===== src/rtl/hbridge_pwm_array.sv =====
// -----------------------------------------------------------------------------
// hbridge_pwm_array
// Multi-channel H-bridge PWM driver. NUM_CH bridges share one free-running
// period counter; each channel has its own OFF/DEAD/DRIVE state machine that
// keeps the gate outputs at zero for DEAD_TIME cycles after any enable or
// direction change. Duty updates take effect only at the period boundary.
//
// Optional feature: define DUTY_RAMP_EN to slew the applied duty by at most
// RAMP_STEP per period, restarting from 0 whenever a channel is off or in
// dead time.
//
// Ports:
//   clk          in   system clock
//   reset_n      in   asynchronous active-low reset
//   dir          in   [NUM_CH]           per-channel direction, 1 = forward
//   on           in   [NUM_CH]           per-channel enable
//   duty_cycle   in   [NUM_CH*DC_WIDTH]  target duty, channel c at [c*DC_WIDTH +: DC_WIDTH]
//   out          out  [4*NUM_CH]         gate drive, channel c at [4c+3:4c]
//   driving      out  [NUM_CH]           channel c state machine is in DRIVE
//   period_start out  1                  pulse the cycle after the counter is 0
// -----------------------------------------------------------------------------
module hbridge_pwm_array #(
    parameter int NUM_CH     = 4,
    parameter int DC_WIDTH   = 10,
    parameter int PERIOD_POW = 14,
    parameter int DEAD_TIME  = 256,
    parameter int MAX_DC     = 1000,
    parameter int RAMP_STEP  = 1
) (
    input  logic                         clk,
    input  logic                         reset_n,
    input  logic [NUM_CH-1:0]            dir,
    input  logic [NUM_CH-1:0]            on,
    input  logic [NUM_CH*DC_WIDTH-1:0]   duty_cycle,
    output logic [4*NUM_CH-1:0]          out,
    output logic [NUM_CH-1:0]            driving,
    output logic                         period_start
);

    if (PERIOD_POW < DC_WIDTH || DEAD_TIME < 1 || RAMP_STEP < 0) begin : g_bad_params
        $error("hbridge_pwm_array: illegal parameter combination");
    end

    typedef enum logic [1:0] {
        ST_OFF,
        ST_DEAD,
        ST_DRIVE
    } state_t;

    localparam int                  DT_W    = (DEAD_TIME > 1) ? $clog2(DEAD_TIME) : 1;
    localparam logic [DT_W-1:0]     DT_LAST = DT_W'(DEAD_TIME - 1);
    localparam int                  DC_ALL  = (1 << DC_WIDTH) - 1;
    // Ceiling clipped to what the duty word can represent.
    localparam logic [DC_WIDTH-1:0] DC_CAP  = DC_WIDTH'((MAX_DC > DC_ALL) ? DC_ALL : MAX_DC);

    logic [PERIOD_POW-1:0] r_cnt;
    logic                  r_period_start;
    logic [DC_WIDTH-1:0]   w_phase;
    logic                  w_boundary;

    assign w_phase      = r_cnt[PERIOD_POW-1 -: DC_WIDTH];
    assign w_boundary   = &r_cnt;
    assign period_start = r_period_start;

    // NOTE: sequential state uses non-blocking assignments so every register
    // samples the pre-edge values regardless of block ordering.
    always_ff @(posedge clk or negedge reset_n) begin
        if (!reset_n) begin
            r_cnt          <= '0;
            r_period_start <= 1'b0;
        end else begin
            r_cnt          <= r_cnt + 1'b1;
            r_period_start <= (r_cnt == '0);
        end
    end

    for (genvar c = 0; c < NUM_CH; c++) begin : g_ch
        state_t              r_state;
        logic                r_ldir;
        logic [DT_W-1:0]     r_dead_cnt;
        logic [DC_WIDTH-1:0] r_applied;
        logic [3:0]          r_out;
        logic                r_drv;
        logic [DC_WIDTH-1:0] w_target;
        logic [DC_WIDTH-1:0] w_sat;

        assign w_target = duty_cycle[c*DC_WIDTH +: DC_WIDTH];
        assign w_sat    = (w_target > DC_CAP) ? DC_CAP : w_target;

`ifdef DUTY_RAMP_EN
        localparam logic [DC_WIDTH-1:0] STEP_N = DC_WIDTH'((RAMP_STEP > DC_ALL) ? DC_ALL : RAMP_STEP);
        logic [DC_WIDTH-1:0] w_ramp;
        logic                w_hold_zero;

        // Applied duty is pinned to 0 unless the channel stays in DRIVE.
        assign w_hold_zero = (r_state != ST_DRIVE) || !on[c] || (dir[c] != r_ldir);

        // NOTE: combinational outputs get a default first so no path leaves
        // them unassigned (which would infer a latch).
        always_comb begin
            w_ramp = r_applied;
            if (w_sat > r_applied) begin
                w_ramp = ((w_sat - r_applied) > STEP_N) ? r_applied + STEP_N : w_sat;
            end else if (w_sat < r_applied) begin
                w_ramp = ((r_applied - w_sat) > STEP_N) ? r_applied - STEP_N : w_sat;
            end
        end
`endif

        always_ff @(posedge clk or negedge reset_n) begin
            if (!reset_n) begin
                r_state    <= ST_OFF;
                r_ldir     <= 1'b0;
                r_dead_cnt <= '0;
                r_applied  <= '0;
                r_out      <= 4'b0000;
                r_drv      <= 1'b0;
            end else begin
                // Outputs are decoded from the current state, so the pattern
                // seen on the pins always matches the direction latched while
                // in DRIVE; the cycle after leaving DRIVE is already zero.
                r_out <= (r_state == ST_DRIVE && w_phase < r_applied)
                         ? (r_ldir ? 4'b1001 : 4'b0110) : 4'b0000;
                r_drv <= (r_state == ST_DRIVE);

`ifdef DUTY_RAMP_EN
                if (w_hold_zero) begin
                    r_applied <= '0;
                end else if (w_boundary) begin
                    r_applied <= w_ramp;
                end
`else
                if (w_boundary) begin
                    r_applied <= w_sat;
                end
`endif

                case (r_state)
                    ST_OFF: begin
                        if (on[c]) begin
                            r_state    <= ST_DEAD;
                            r_dead_cnt <= '0;
                            r_ldir     <= dir[c];
                        end
                    end
                    ST_DEAD: begin
                        // Disable wins over a simultaneous direction change.
                        if (!on[c]) begin
                            r_state <= ST_OFF;
                        end else if (dir[c] != r_ldir) begin
                            r_dead_cnt <= '0;
                            r_ldir     <= dir[c];
                        end else if (r_dead_cnt == DT_LAST) begin
                            r_state <= ST_DRIVE;
                        end else begin
                            r_dead_cnt <= r_dead_cnt + 1'b1;
                        end
                    end
                    ST_DRIVE: begin
                        if (!on[c]) begin
                            r_state <= ST_OFF;
                        end else if (dir[c] != r_ldir) begin
                            r_state    <= ST_DEAD;
                            r_dead_cnt <= '0;
                            r_ldir     <= dir[c];
                        end
                    end
                    default: r_state <= ST_OFF;
                endcase
            end
        end

        assign out[4*c +: 4] = r_out;
        assign driving[c]    = r_drv;
    end

endmodule


===== config.mk =====
export PLATFORM = sky130hd
export DESIGN_NAME = hbridge_pwm_array
export DESIGN_NICKNAME = d
export VERILOG_FILES = /design/src/rtl/hbridge_pwm_array.sv
export SDC_FILE = /design/constraint.sdc
export NUM_CORES = 1
export LEC_CHECK = 0
export BUFFER_PORTS_ARGS = -buffer_cell sky130_fd_sc_hd__buf_2
export CORE_ASPECT_RATIO = 0.7
export CORE_MARGIN = 5
export CORE_UTILIZATION = 59
export DETAILED_ROUTE_END_ITERATION = 10
export GPL_TIMING_DRIVEN = 0
export PLACE_DENSITY = 0.84
export SYNTH_ARGS = -nofsm -noshare
export SYNTH_HDL_FRONTEND = slang
export SYNTH_SLANG_ARGS = --single-unit
export TNS_END_PERCENT = 30

===== constraint.sdc =====
create_clock -name clk -period 2.5 [get_ports clk]
set_clock_uncertainty 0.2 [all_clocks]
set_input_delay 0.125 -clock clk [delete_from_list [all_inputs] [get_ports clk]]
set_output_delay 0.125 -clock clk [all_outputs]
set_load 0.005 [all_outputs]

After elaboration in Yosys (flattened, before gate mapping)
Index checks and enable logic that the tools add are counted.
Word-level totals
  input port bits: 50
  logic and storage cells: 213
  output and inout bits: 21
  flip-flop bits (word level): 119
Cells by class
  mux-type cells: 84
  add/sub/neg operators: 5
  eq/ne operators: 56
  reductions and logical operators: 34
  order comparisons: 8
Operators by type and width (number)
  $mux W8: 24
  $pmux W8 S3: 4
  $mux W2: 24
  $gt A10 B10 Y1 const B: 4
  $lt A10 B10 Y1: 4
  $mux W10: 4
  $ne A3 B3 Y1 const B: 12
  $add A8 B1 Y8 const B: 4
  $eq A8 B8 Y1 const B: 4
  $mux W4: 8
  $reduce_and A4 Y1: 8
  $ne A2 B1 Y1 const B: 12
  $ne A2 B2 Y1 const B: 12
  $pmux W2 S3: 4
  $reduce_and A6 Y1: 4
  $add A14 B1 Y14 const B: 1
  $logic_not A14 Y1: 1
  $reduce_and A14 Y1: 1
  $mux W1: 12
  $ne A3 B2 Y1 const B: 4
  $reduce_bool A3 Y1: 4
  $eq A2 B1 Y1 const B: 4
  $eq A2 B2 Y1 const B: 4
  $logic_not A2 Y1: 4
  5 further kinds: 20

Depth between registers and ports, before layout
  word-level depth: 5
  mapped depth: 7
  depth with buffers taken out: 7

Least setup slack after synthesis
Ideal clock, no wire load.
  kind: register to register
  start point: reg g_ch[2].r_state[1]
  end point: reg g_ch[2].r_dead_cnt[3]
  buffers on the path: 0
  slack: 0.545 ns
  data required time: 2.205 ns
  arrival time: 1.659 ns
  setup time: 0.095 ns
  cell stages (with the launch flop): 7
  clock period less this slack: 1.955 ns
  cell sequence: dfrtp_1 inv_1 ha_1 or4_1 o211ai_2 nand3_2 o31ai_1
Between the ends
  word-level cells in the longest chain between the ends: 3
  elaborated cells between the ends (all ways): 11
  those cells by class: 7 x eq/ne; 1 x mux; 3 x reduce/logical
Ends and longest elaborated chain
  start: declaration: RTL line 78  | state_t r_state;
  start signal: assignment: RTL line 112  | r_state <= ST_OFF;
  start signal: assignment: RTL line 141  | r_state <= ST_DEAD;
  start signal: assignment: RTL line 149  | r_state <= ST_OFF;
  $eq A2 B1 Y1, or another cell as far along: RTL line 138  | case (r_state)
  $ne A3 B3 Y1 (no line), or another cell as far along
  $reduce_and A6 Y1 (no line)
  end signal: assignment: RTL line 156  | r_dead_cnt <= r_dead_cnt + 1'b1;
  end: declaration: RTL line 80  | logic [DT_W-1:0] r_dead_cnt;
Several ways; a longest one is shown, not always the timed one.
A chain may end at the register's enable or synchronous reset.

Worst setup path in the final report
  start point: reg r_cnt[7]
  end point: reg g_ch[3].r_applied[3]
Between the ends
  word-level cells in the longest chain between the ends: 1
Ends and longest elaborated chain
  start: declaration: RTL line 56  | logic [PERIOD_POW-1:0] r_cnt;
  start signal: assignment: RTL line 72  | r_cnt <= r_cnt + 1'b1;
  $reduce_and A14 Y1: RTL line 62  | assign w_boundary = &r_cnt;
  end signal: assignment: RTL line 134  | r_applied <= w_sat;
  end: declaration: RTL line 81  | logic [DC_WIDTH-1:0] r_applied;
No other way between the ends.

==> impl_metrics.prom <==
# TYPE chip_impl_metric gauge
chip_impl_metric{name="finished_layout_cells",unit=""} 945
chip_impl_metric{name="global_route_usage_over_all_layers",unit="%"} 25.5
chip_impl_info{name="family_with_the_most_delay_on_the_worst_path",value="simple AND/OR/NAND/NOR gates"} 1
chip_impl_metric{name="drt-vias-per-instance",unit=""} 5.83
chip_impl_metric{name="crit_arrival",unit="ps"} 2350
chip_impl_metric{name="core",unit="um2"} 10400
chip_impl_metric{name="ys_async_sr_fraction",unit="%"} 100
chip_impl_metric{name="worstSkewPairLatency",unit="ps"} 350
chip_impl_metric{name="p_int",unit="uW"} 3340
chip_impl_metric{name="worst_slew_pin_slew",unit="ps"} 613
chip_impl_metric{name="drv_cap",unit=""} 0
chip_impl_metric{name="cts-buffers-inserted",unit=""} 9
chip_impl_metric{name="placed_cells_incl_taps",unit=""} 881
chip_impl_info{name="rsz_0062_raised_after_global_routing",value="no"} 1
chip_impl_info{name="yosys_most_used_dff",value="sky130_fd_sc_hd__dfrtp_1"} 1
chip_impl_metric{name="worst-path-max-fanout",unit=""} 10
chip_impl_metric{name="synth-warning-count",unit=""} 0
chip_impl_metric{name="post_dp_cell_area",unit="um2"} 6860
chip_impl_metric{name="fin_nets",unit=""} 916
chip_impl_metric{name="boundaryPins",unit=""} 71
chip_impl_metric{name="p_comb_share",unit="%"} 29.1
chip_impl_info{name="cells_along_the_critical_path",value="and4_1 -> and3_1 -> nand3_1 -> clkbuf_1 -> nor3b_1 -> a21oi_1"} 1
chip_impl_metric{name="initial_core_util",unit="%"} 60.7
chip_impl_metric{name="dr_total_vias",unit=""} 5507
chip_impl_metric{name="dieArea",unit="um2"} 12900
chip_impl_info{name="synth_top_area_cell",value="sky130_fd_sc_hd__dfrtp_1"} 1
chip_impl_metric{name="net-switching-power",unit="uW"} 1630
chip_impl_metric{name="report.final.hold_viol_count",unit=""} 0
chip_impl_metric{name="die_width",unit="um"} 134
chip_impl_metric{name="first_iter_violations",unit=""} 455
chip_impl_metric{name="pre_repair_dr_iteration_count",unit=""} 5
chip_impl_info{name="synth_top_cells_by_area",value="sky130_fd_sc_hd__dfrtp_1 (44%), sky130_fd_sc_hd__ha_1 (12%), sky130_fd_sc_hd__o21ai_0 (7.0%), sky130_fd_sc_hd__nand2_1 (4.4%), sky130_fd_sc_hd__nand3_1 (3.3%)"} 1
chip_impl_metric{name="ff_latch_count_synth",unit=""} 111
chip_impl_metric{name="layout-drive-gt1-share",unit="%"} 15.4
chip_impl_info{name="crit_path_start_kind",value="flop"} 1
chip_impl_info{name="worst_setup_path_end_kind",value="flop"} 1
chip_impl_metric{name="postSynthAreaPerCell",unit="um2"} 9.31
chip_impl_metric{name="synth-edff-count",unit=""} 0
chip_impl_metric{name="drc_errors",unit=""} 0
chip_impl_metric{name="chipHeight",unit="um"} 96.5
chip_impl_metric{name="postSynthCellCount",unit=""} 678
chip_impl_info{name="yosysMostFrequentCell",value="sky130_fd_sc_hd__dfrtp_1"} 1
chip_impl_metric{name="mappedNetlistNets",unit=""} 786
chip_impl_metric{name="timing.final.crit_share",unit="%"} 93.3
chip_impl_metric{name="antenna_violating_nets_post_route",unit=""} 0
chip_impl_metric{name="setup-violations-final",unit=""} 0
chip_impl_metric{name="final_util",unit="%"} 73.4
chip_impl_metric{name="place.detailed.hpwl",unit="um"} 10600
chip_impl_metric{name="antenna-diode-count",unit=""} 0
chip_impl_metric{name="placement.io_buffers",unit=""} 70
chip_impl_metric{name="wire_per_inst",unit="um"} 16.7
chip_impl_metric{name="fin_hold_ws",unit="ps"} 44.2
chip_impl_metric{name="postLayoutCellArea",unit="um2"} 7630
chip_impl_metric{name="critPathMaxStageDelay",unit="ps"} 610
chip_impl_metric{name="path_buf_inv",unit=""} 1
chip_impl_metric{name="total_count_of_max_transition_violations_in_the_final_report",unit=""} 0
chip_impl_metric{name="largest_net_degree_at_the_start_of_global_routing",unit=""} 68
chip_impl_metric{name="finalWorstPathRequiredPeriod",unit="ps"} 2330
chip_impl_info{name="tritoncts",value="built"} 1
chip_impl_metric{name="layout-area-overhead-vs-synth",unit="%"} 20.9
chip_impl_metric{name="clk_transition_reported_paths",unit="ps"} 70
chip_impl_info{name="holdCritPathClass",value="input pin to flop"} 1
chip_impl_info{name="worst-setup-path-type",value="flop to flop"} 1
chip_impl_metric{name="grt.overflow.total",unit=""} 0
chip_impl_info{name="ctsRootBufferMaster",value="sky130_fd_sc_hd__clkbuf_16"} 1
chip_impl_metric{name="synth_largest_type_area_fraction",unit="%"} 44.0
chip_impl_metric{name="pwr-share-seq",unit="%"} 42.9
chip_impl_metric{name="slew_headroom",unit="%"} 59.1
chip_impl_metric{name="grt_first_pass_wirelength",unit="um"} 26100
chip_impl_metric{name="switching_share",unit="%"} 32.8
chip_impl_metric{name="leakage_power_of_the_design",unit="uW"} 0.00382
chip_impl_metric{name="power",unit="uW"} 4970
chip_impl_info{name="synth_commonest_cells",value="sky130_fd_sc_hd__dfrtp_1 (111), sky130_fd_sc_hd__o21ai_0 (88), sky130_fd_sc_hd__nand2_1 (74)"} 1
chip_impl_info{name="timing.critical_path.slowest_stage_cell",value="sky130_fd_sc_hd__dfrtp_1"} 1
chip_impl_metric{name="number_of_antenna_violations_at_the_first_check_in_global_routing",unit=""} 0
chip_impl_metric{name="clk_pwr_share",unit="%"} 28.1
chip_impl_metric{name="clock_tree.buffer_depth",unit=""} 2
chip_impl_metric{name="powerDensity",unit="nW/um2"} 652
chip_impl_metric{name="synth.distinct_cells",unit=""} 54
chip_impl_metric{name="grt_pass1_vias",unit=""} 5475
chip_impl_metric{name="cts_num_sinks",unit=""} 111
chip_impl_metric{name="maxClockFrequency",unit="GHz"} 0.429
chip_impl_metric{name="ys_seq_area_share",unit="%"} 44.0
chip_impl_metric{name="timing.critical_path.required",unit="ps"} 2520
chip_impl_metric{name="vdd_ir_drop_max",unit="uV"} 498
chip_impl_metric{name="clock_tree.htree_level_count",unit=""} 3
chip_impl_metric{name="rows",unit=""} 31
chip_impl_metric{name="syn_area",unit="um2"} 6310
chip_impl_info{name="status",value="finished, final reports clean"} 1
chip_impl_metric{name="gp_congestion",unit=""} 0.855
chip_impl_metric{name="totalWireLength",unit="um"} 15800
## cells by family after synthesis
family	Yosys count	synth area share, %
simple gates	248	19.8
compound gates	166	15.2
flops	111	44.0
buf+inv	68	5.10
fa+ha+maj	58	11.5
xor+xnor	18	2.74
mux	9	1.61
## final timing paths
check	start	end	slack [ps]	cells after the start
min in group asynchronous	reset_n	g_ch[3].r_dead_cnt[2]	120	2
max	r_cnt[7]	g_ch[3].r_applied[3]	170	6
min reg2reg	g_ch[0].r_applied[0]	g_ch[0].r_applied[0]	280	2
max reg2reg	r_cnt[7]	g_ch[3].r_applied[3]	170	6
min	on[2]	g_ch[2].r_ldir	40	4
max in group asynchronous	reset_n	g_ch[2].r_applied[0]	1240	3
## power groups by stage
stage,registers (uW),logic [uW],clock network (uW)
6_report,2130,1450,1400
5_1_grt,2160,1620,1480
4_1_cts,2130,1430,1420
3_5_place_dp,2160,1370,0
3_3_place_gp,2140,1300,0
2_1_floorplan,2130,1010,0
## area by class of cell
type / instances / area (um2)
Clock inverter: 4 / 27.5
Timing Repair Buffer: 119 / 861
Multi-Input combinational cell: 499 / 3220
Tap cell: 132 / 165
Clock buffer: 12 / 256
Fill cell: 709 / 2770
Buffer: 21 / 145
Inverter: 47 / 176
Sequential cell: 111 / 2780
## per-stage QoR
step / setup WS [ps] / setup TNS (ps)
3_3_place_gp: -130 / -13460
5_1_grt: 14.4 / 0
4_1_cts: 265 / 0
2_1_floorplan: 545 / 0
6_report: 168 / 0
3_5_place_dp: 299 / 0
## sequential cells by signal, indices dropped and copies added, names as in the netlist
signal / cells
g_ch.r_out: 8
g_ch.r_applied: 40
g_ch.r_dead_cnt: 32
g_ch.r_state: 8
g_ch.r_drv: 4
r_cnt: 14
g_ch.r_ldir: 4
period_start: 1
## repair_timing
| item | CTS | global route |
|---|---|---|
| endpoints found under the setup margin | 0 | 1 |
| setup buffers | 0 | 0 |
| endpoints found under the hold margin | 92 | 0 |
| gates resized for setup | 0 | 1 |
| hold buffers | 48 | 0 |
## routing by layer
layer | vias up | GRT usage [%] | share of wire, %
met4 | 0 | 9.25 | 2.7
li1 | 2643 | - | -
met1 | 2609 | 31.9 | 42
met3 | 45 | 5.12 | 6.3
met5 | - | 0 | 0
met2 | 210 | 44.6 | 49
## cells in the final DEF (no fill, tap or decap), drive strengths merged, types with 12 or more instances in the layout
cell	instances
nor2	53
a21oi	30
xnor2	14
dfrtp	111
nand2	74
buf	90
clkbuf	14
nand3	42
and3	13
nand2b	12
dlygate4sd3	48
ha	58
inv	49
o21ai	91
nor2b	12
## worst reg2reg max path, stage by stage, from the launching register on
cell and delay (ps):
sky130_fd_sc_hd__dfrtp_1 610, sky130_fd_sc_hd__and4_1 310, sky130_fd_sc_hd__and3_1 230, sky130_fd_sc_hd__nand3_1 140, sky130_fd_sc_hd__clkbuf_1 320, sky130_fd_sc_hd__nor3b_1 320, sky130_fd_sc_hd__a21oi_1 70
Note: power is estimated with default switching activity, not from simulation.
